`src/rtl/flash_read_arbiter.sv`:
```
// -----------------------------------------------------------------------------
// flash_read_arbiter
//
// Shares the single flash read port between two requesters. Requester 0 is
// the weight/bias fetch path and requester 1 is a secondary fetch path.
// Only one read is in flight at a time. A read latches the address, strobes
// flash_ready, waits LATENCY cycles, captures flashData_out, and returns the
// word to the owner with a one-cycle rvalid pulse. When both requesters ask
// at once they are served in round-robin order.
//
// Handshake: a requester raises reqN with a stable addrN and holds both until
// it sees gntN, which is a one-cycle pulse. Dropping reqN before gntN
// withdraws the request. Once gntN has pulsed, later changes to reqN or addrN
// have no effect on that read, and rvalidN always follows it. If reqN is
// still high in the cycle that rvalidN pulses, that counts as a new request.
//
// Ports:
//   clk, n_rst          clock (rising edge), asynchronous active-low reset
//   req0/addr0          requester 0 request and address
//   gnt0/rvalid0        requester 0 accept pulse and data-valid pulse
//   req1/addr1          requester 1 request and address
//   gnt1/rvalid1        requester 1 accept pulse and data-valid pulse
//   rdata               last captured flash word (shared by both requesters)
//   busy                high while a read is being sequenced
//   flash_ready         one-cycle read strobe to the flash
//   flash_address       registered read address to the flash
//   flashData_out       flash read data
//   dbg_state           current FSM state (0 IDLE, 1 ISSUE, 2 WAIT, 3 DONE)
//
// LATENCY must lie in 1..255 so that LATENCY-1 fits the 8-bit wait counter.
// -----------------------------------------------------------------------------
module flash_read_arbiter #(
  parameter int ADDR_W  = 16,
  parameter int DATA_W  = 16,
  parameter int LATENCY = 10
) (
  input  logic              clk,
  input  logic              n_rst,
  input  logic              req0,
  input  logic [ADDR_W-1:0] addr0,
  output logic              gnt0,
  output logic              rvalid0,
  input  logic              req1,
  input  logic [ADDR_W-1:0] addr1,
  output logic              gnt1,
  output logic              rvalid1,
  output logic [DATA_W-1:0] rdata,
  output logic              busy,
  output logic              flash_ready,
  output logic [ADDR_W-1:0] flash_address,
  input  logic [DATA_W-1:0] flashData_out,
  output logic [1:0]        dbg_state
);

  typedef enum logic [1:0] {
    S_IDLE  = 2'd0,
    S_ISSUE = 2'd1,
    S_WAIT  = 2'd2,
    S_DONE  = 2'd3
  } state_t;

  localparam logic [7:0] LC_LOAD = 8'(LATENCY - 1);

  state_t            r_state;
  logic              r_owner;
  logic              r_last_grant;
  logic [7:0]        r_cnt;
  logic              r_gnt0;
  logic              r_gnt1;
  logic              r_rvalid0;
  logic              r_rvalid1;
  logic [DATA_W-1:0] r_rdata;
  logic              r_busy;
  logic              r_flash_ready;
  logic [ADDR_W-1:0] r_flash_address;

  logic              w_arb_any;
  logic              w_arb_pick;
  logic [ADDR_W-1:0] w_arb_addr;

  // Round-robin: a lone request wins outright, and on a tie the requester
  // that was not served last wins.
  assign w_arb_any  = req0 | req1;
  assign w_arb_pick = (req0 & req1) ? ~r_last_grant : req1;
  assign w_arb_addr = w_arb_pick ? addr1 : addr0;

  always_ff @(posedge clk or negedge n_rst) begin
    if (!n_rst) begin
      r_state         <= S_IDLE;
      r_owner         <= 1'b0;
      r_last_grant    <= 1'b1;
      r_cnt           <= '0;
      r_gnt0          <= 1'b0;
      r_gnt1          <= 1'b0;
      r_rvalid0       <= 1'b0;
      r_rvalid1       <= 1'b0;
      r_rdata         <= '0;
      r_busy          <= 1'b0;
      r_flash_ready   <= 1'b0;
      r_flash_address <= '0;
    end else begin
      r_gnt0        <= 1'b0;
      r_gnt1        <= 1'b0;
      r_rvalid0     <= 1'b0;
      r_rvalid1     <= 1'b0;
      r_flash_ready <= 1'b0;
      case (r_state)
        // DONE arbitrates exactly like IDLE so that back-to-back reads do
        // not pass through an idle cycle.
        S_IDLE, S_DONE: begin
          if (w_arb_any) begin
            r_state         <= S_ISSUE;
            r_owner         <= w_arb_pick;
            r_last_grant    <= w_arb_pick;
            r_flash_address <= w_arb_addr;
            r_gnt0          <= ~w_arb_pick;
            r_gnt1          <= w_arb_pick;
            r_flash_ready   <= 1'b1;
            r_busy          <= 1'b1;
          end else begin
            r_state <= S_IDLE;
            r_busy  <= 1'b0;
          end
        end
        S_ISSUE: begin
          r_cnt   <= LC_LOAD;
          r_state <= S_WAIT;
        end
        S_WAIT: begin
          if (r_cnt == 8'd0) begin
            r_rdata   <= flashData_out;
            r_rvalid0 <= ~r_owner;
            r_rvalid1 <= r_owner;
            r_state   <= S_DONE;
          end else begin
            r_cnt <= r_cnt - 8'd1;
          end
        end
        default: r_state <= S_IDLE;
      endcase
    end
  end

  assign gnt0          = r_gnt0;
  assign gnt1          = r_gnt1;
  assign rvalid0       = r_rvalid0;
  assign rvalid1       = r_rvalid1;
  assign rdata         = r_rdata;
  assign busy          = r_busy;
  assign flash_ready   = r_flash_ready;
  assign flash_address = r_flash_address;
  assign dbg_state     = r_state;

endmodule

```
`config.mk`:
```
export PLATFORM = sky130hd
export DESIGN_NAME = flash_read_arbiter
export DESIGN_NICKNAME = d
export VERILOG_FILES = /design/src/rtl/flash_read_arbiter.sv
export SDC_FILE = /design/constraint.sdc
export NUM_CORES = 1
export LEC_CHECK = 0
export BUFFER_PORTS_ARGS = -buffer_cell sky130_fd_sc_hd__buf_2
export CORE_ASPECT_RATIO = 1.1
export CORE_MARGIN = 1.5
export CORE_UTILIZATION = 47
export DETAILED_ROUTE_END_ITERATION = 8
export PLACE_DENSITY = 0.78
export SYNTH_ARGS = -nofsm -noshare
export SYNTH_HDL_FRONTEND = slang
export SYNTH_SLANG_ARGS = --single-unit
```
`constraint.sdc`:
```
create_clock -name clk -period 1.8 [get_ports clk]
set_clock_uncertainty 0.05 [all_clocks]
set_input_delay 0.09 -clock clk [delete_from_list [all_inputs] [get_ports clk]]
set_output_delay 0.09 -clock clk [all_outputs]
set_load 0.05 [all_outputs]
```
After elaboration in Yosys (flattened, before gate mapping)
Cells that the tools add are included.
- bits in latches: 0
- output and inout port bits: 40
- memories: 0
- bits of input ports: 52
- register bits: 50
- ROM bits: 0
- bits in writable memories: 0
- reduce and logical (&&, ||, !) cells: 7
- multiply operators: 0
- shift-type cells: 0
- bitwise operators: 5
- equal/unequal tests: 5
- $add $sub $neg: 1
- divide/modulo/power cells: 0
- magnitude comparators: 0
- mux-type cells: 17
- operators by type and width (kind ; count):
    $mux 16 ; 1
    $pmux 8 s2 ; 1
    $mux 1 ; 12
    $logic_not 8->1 ; 1
    $mux 8 ; 1
    $sub 8x1->8 const B ; 1
    $pmux 2 s3 ; 1
    $reduce_and 2->1 ; 3
    $eq 2x2->1 const B ; 2
    $ne 2x2->1 const B ; 2
    $not 1->1 ; 3
    $eq 2x1->1 const B ; 1
    $logic_not 2->1 ; 1
    $mux 2 ; 1
    $reduce_bool 2->1 ; 1
    $reduce_or 2->1 ; 1
    $and 1x1->1 ; 1
    $or 1x1->1 ; 1

Longest topological paths before layout
- word-level depth: 5
- gate-level depth with buffers: 7
- gate-level depth less buffers: 6

Worst setup path before layout
No wires, ideal clock.
- path type: register -> register
- from: register r_state[0] (netlist: dbg_state[0])
- to: register r_rdata[10] (netlist: rdata[10])
- path buffers: 1
- clock period less this slack: 1.975 ns
- arrival: 1.800 ns
- path slack: -0.175 ns
- cell stages (with the launch flop): 7
- cell sequence: dfrtp_1 -> inv_1 -> ha_1 -> and4bb_2 -> nand2_4 -> buf_6 -> mux2_4
- cells in the longest elaborated chain, start to end: 2
- RTL lines (what ; RTL line ; text):
    start: declaration ; 64 ; state_t r_state;
    start signal: assignment ; 89 ; r_state <= S_IDLE;
    start signal: assignment ; 112 ; r_state <= S_ISSUE;
    start signal: assignment ; 121 ; r_state <= S_IDLE;
    $eq 2x2->1 ; 107 ; case (r_state)
    $reduce_and 2->1 (no source line) ; -- ;
    end signal: assignment ; 131 ; r_rdata <= flashData_out;
    end: declaration ; 72 ; logic [DATA_W-1:0] r_rdata;
Every way passes these cells.
A chain may end at the register's enable or synchronous reset.

Worst setup path after layout
- from: register r_cnt[0]
- to: register r_rdata[3] (netlist: rdata[3])
- cells in the longest elaborated chain, start to end: 2
- RTL lines (what ; RTL line ; text):
    start: declaration ; 67 ; logic [7:0] r_cnt;
    start signal: assignment ; 136 ; r_cnt <= r_cnt - 8'd1;
    $logic_not 8->1 ; 130 ; if (r_cnt == 8'd0) begin
    $reduce_and 2->1 (no source line) ; -- ;
Every way passes these cells.

==> impl_metrics.env <==
export IMPL_design_final_nets=355
export IMPL_yosys_warnings=0
export IMPL_synth_simple_area_share_pct=11.2
export IMPL_cts_reportedPaths_clkPinSlew_ns=0.09
export IMPL_place_congestion=0.904
export IMPL_design_area_um2=3090
export IMPL_achievable_frequency_ghz=0.581
export IMPL_crit_cells=5
export IMPL_rsz0062_at_grt="no"
export IMPL_setup_worst_path_end_class="register"
export IMPL_clock_tree_root_cell="sky130_fd_sc_hd__clkbuf_8"
export IMPL_timing_critical_path_slowest_stage_cell="sky130_fd_sc_hd__dfrtp_1"
export IMPL_grt_remaining_overflow=0
export IMPL_largest_family_of_logic_cells_by_synthesized_area="multiplexers"
export IMPL_grt_first_pass_wirelength_um=7380
export IMPL_cts_path_max_buffers=2
export IMPL_chipHeight_um=74.9
export IMPL_post_drt_wl_per_cell_um=13.0
export IMPL_synth_top_cells_by_area="sky130_fd_sc_hd__dfrtp_1, sky130_fd_sc_hd__mux2i_1, sky130_fd_sc_hd__mux2_4"
export IMPL_globalRouteMet1Util_pct=25.5
export IMPL_synth_top_cell_area_share_pct=55.5
export IMPL_placed_area_um2=2790
export IMPL_slowest_cell_delay_on_critical_path_ns=0.39
export IMPL_crit_chain="inv_1 -> ha_1 -> and4bb_2 -> nand2_4 -> mux2_2"
export IMPL_rr_worst_depth=5
export IMPL_detail_route_first_pass_iterations=2
export IMPL_drtAntennaViolNets=0
export IMPL_worst_path_dominant_cell_family="simple AND/OR/NAND/NOR gates"
export IMPL_worst_path_buf_inv=1
export IMPL_totalPowerFinal_uw=6250
export IMPL_powerDensity_nw_per_um2=2020
export IMPL_grt_max_degree=31
export IMPL_grtUsageMet3_pct=6.13
export IMPL_synth_compound_gate_area_share_pct=7.53
export IMPL_drt_total_wl_um=4590
export IMPL_clock_sinks=50
export IMPL_terminus_of_the_critical_flop_to_flop_path="rdata[3]$_DFFE_PN0P_"
export IMPL_clock_tree_from_tritoncts="yes"
export IMPL_worst_slew_margin_pct=62.6
export IMPL_crit_start="r_cnt[0]$_DFFE_PN0P_"
export IMPL_drc=0
export IMPL_portBuffers=91
export IMPL_critical_path_endpoint="rdata[3]$_DFFE_PN0P_"
export IMPL_synthAdderAreaFrac_pct=2.27
export IMPL_timing_hold_worst_class="in -> reg"
export IMPL_synth_cell_type_count=38
export IMPL_via_count=1708
export IMPL_grt_busiest_layer="met2"
export IMPL_worst_setup_path_type="reg -> reg"
export IMPL_drv_max_cap_violation_count=0
export IMPL_synth_area_leader_cell="sky130_fd_sc_hd__dfrtp_1"
export IMPL_synth_cells=180
export IMPL_finalSetupViolations=0
export IMPL_clock_insertion_delay_worst_skew_ns=0.30
export IMPL_synth_xor_area_share_pct=0.793
export IMPL_num_antenna_cells=0
export IMPL_initial_utilization_pct=50.1
export IMPL_worst_r2r_startpoint="r_cnt[0]$_DFFE_PN0P_"
export IMPL_period_minus_slack_ns=1.72
export IMPL_synth_seq_area_share_pct=56.7
export IMPL_fp_coreArea_um2=4410
export IMPL_groute_layer_met2_usage_pct=30.7
export IMPL_floorplan_die_area_um2=5120
export IMPL_peakVddDrop_uv=1310
export IMPL_critPathRequiredTime_ns=1.94
export IMPL_synth_net_count=236
export IMPL_synthMuxAreaShare_pct=18.6
export IMPL_critical_path_max_fanout=18
export IMPL_post_route_cells_drive_above_1_share_pct=46.7
export IMPL_dieWidth_um=68.4
export IMPL_io_pin_count=92
export IMPL_p_leak_uw=0.00162
export IMPL_worst_slew_pin_slew_ns=0.559
export IMPL_postSynth_topFlopCell="sky130_fd_sc_hd__dfrtp_1"
export IMPL_synth_area_um2=2210
export IMPL_floorplan_rows=25
export IMPL_status="finished clean"
export IMPL_timing_critical_path_from_type="register"
export IMPL_cts_inserted_buffers=5
export IMPL_syn_avg_cell_area_um2=12.3
export IMPL_maxSlewViolCount=0
export IMPL_r2r_slack_ns=0.08
export IMPL_dpl_hpwl_um=3270
export IMPL_drt_iter0_markers=66
export IMPL_number_of_synthesized_flops_with_an_enable_pin=0
export IMPL_final_setup_tns_ns=0
export IMPL_avgViaCountPerCell=4.82
export IMPL_report_final_hold_viol_count=0
export IMPL_grt_use_total_pct=19.5
export IMPL_hp_start="addr0[2]"
export IMPL_first_global_vias=1595
export IMPL_synth_ff_latch_count=50
export IMPL_h_tree_depth=2
export IMPL_layout_worst_path_cycle_share_pct=95.6
export IMPL_area_delta_synth_final_pct=39.8
export IMPL_antenna_found_initial=0
export IMPL_synth_async_sr_flop_share_pct=100
export IMPL_worst_ep_arrival_time_ns=1.86
## cells in the mapped netlist, types with 2 or more instances
library cell               number
sky130_fd_sc_hd__a21o_1         3
sky130_fd_sc_hd__a21oi_1        2
sky130_fd_sc_hd__and2_1         2
sky130_fd_sc_hd__buf_2          2
sky130_fd_sc_hd__clkbuf_1       4
sky130_fd_sc_hd__dfrtp_1       49
sky130_fd_sc_hd__ha_1           4
sky130_fd_sc_hd__inv_1          6
sky130_fd_sc_hd__mux2_2         8
sky130_fd_sc_hd__mux2_4         8
sky130_fd_sc_hd__mux2i_1       20
sky130_fd_sc_hd__nand2_1       24
sky130_fd_sc_hd__nand3_1        2
sky130_fd_sc_hd__nor2_1         5
sky130_fd_sc_hd__nor3_1         2
sky130_fd_sc_hd__o21ai_0       16
sky130_fd_sc_hd__xnor2_1        2
## power by group
part / switching (uW) / total [uW] / internal, uW
Sequential: 323 / 2000 / 1670
Clock: 362 / 636 / 274
Combinational: 2500 / 3620 / 1120
## state kept, by name, summed over array words and instances, names as in the netlist
signal and cells:
dbg_state 2, busy 1, rdata 16, gnt0 1, r_owner 1, rvalid0 1
flash_address 16, rvalid1 1, r_cnt 8, r_last_grant 1, gnt1 1, flash_ready 1
## cells by family after synthesis
group                    Yosys count
buffers and inverters             14
AO/OA/AOI/OAI                     28
AND/OR/NAND/NOR                   46
adder cells (fa/ha/maj)            4
XOR/XNOR                           2
multiplexers                      36
flip-flops                        50
## layout by cell type (no fill, tap or decap), types with 5 or more instances in the layout
cell type and n:
sky130_fd_sc_hd__dlygate4sd3_1 19, sky130_fd_sc_hd__mux2_4 8, sky130_fd_sc_hd__nor2_1 5, sky130_fd_sc_hd__buf_4 9
sky130_fd_sc_hd__clkbuf_8 5, sky130_fd_sc_hd__nand2_1 24, sky130_fd_sc_hd__inv_1 5, sky130_fd_sc_hd__o21ai_0 16
sky130_fd_sc_hd__dfrtp_1 47, sky130_fd_sc_hd__buf_2 91, sky130_fd_sc_hd__mux2i_1 20, sky130_fd_sc_hd__mux2_2 8
## metrics by stage
step           util [%]  std cells  setup slack [ns]  hold slack, ns
3_3_place_gp       63.2        326            0.0425          0.0346
6_report           70.0        354            0.0792          0.0176
2_1_floorplan         -        180            0.0322          -0.256
3_5_place_dp       63.2        326            0.0213          0.0426
4_1_cts            69.5        353            0.0181          0.0121
5_1_grt            70.0        354           0.00730          0.0339
## worst min path at each step
stage / endpoint / slack, ns / cells past startpoint
floorplan: busy$_DFFE_PN0N_ / -0.26 / 0
global placement: r_cnt[3]$_DFFE_PN0P_ / 0.03 / 1
detailed placement: r_cnt[5]$_DFFE_PN0P_ / 0.04 / 1
CTS: flash_address[2]$_DFFE_PN0P_ / 0.01 / 3
global route: flash_address[14]$_DFFE_PN0P_ / 0.03 / 3
finish: flash_address[2]$_DFFE_PN0P_ / 0.02 / 3
## what timing repair did
action                                  4_1_cts  5_1_grt
buffers inserted                              0        1
endpoints found under the setup margin        0       22
resized for setup                             0        3
endpoints found under the hold margin        36        0
hold buffers                                 19        0
## worst min-delay path: cells and delay by family
family / cells / cell delay (ns)
compound gates: 1 / 0.12
mux: 1 / 0.05
buf+inv: 1 / 0.07
## area by class of cell
cell class | count | area, um2
clock buffers | 5 | 68.8
fillers | 312 | 1320
multi-input cells | 116 | 923
clock inverters | 3 | 18.8
flip-flops and latches | 50 | 1250
well taps | 54 | 67.6
repair buffers | 120 | 733
inverters | 6 | 22.5
## metal layers
| layer | share of wire [%] | wire, um |
|---|---|---|
| met5 | 0 | 0 |
| met4 | 1.5 | 69 |
| met3 | 7.3 | 335 |
| met2 | 46 | 2130 |
| met1 | 45 | 2060 |
Note: power is estimated with default switching activity, not from simulation.
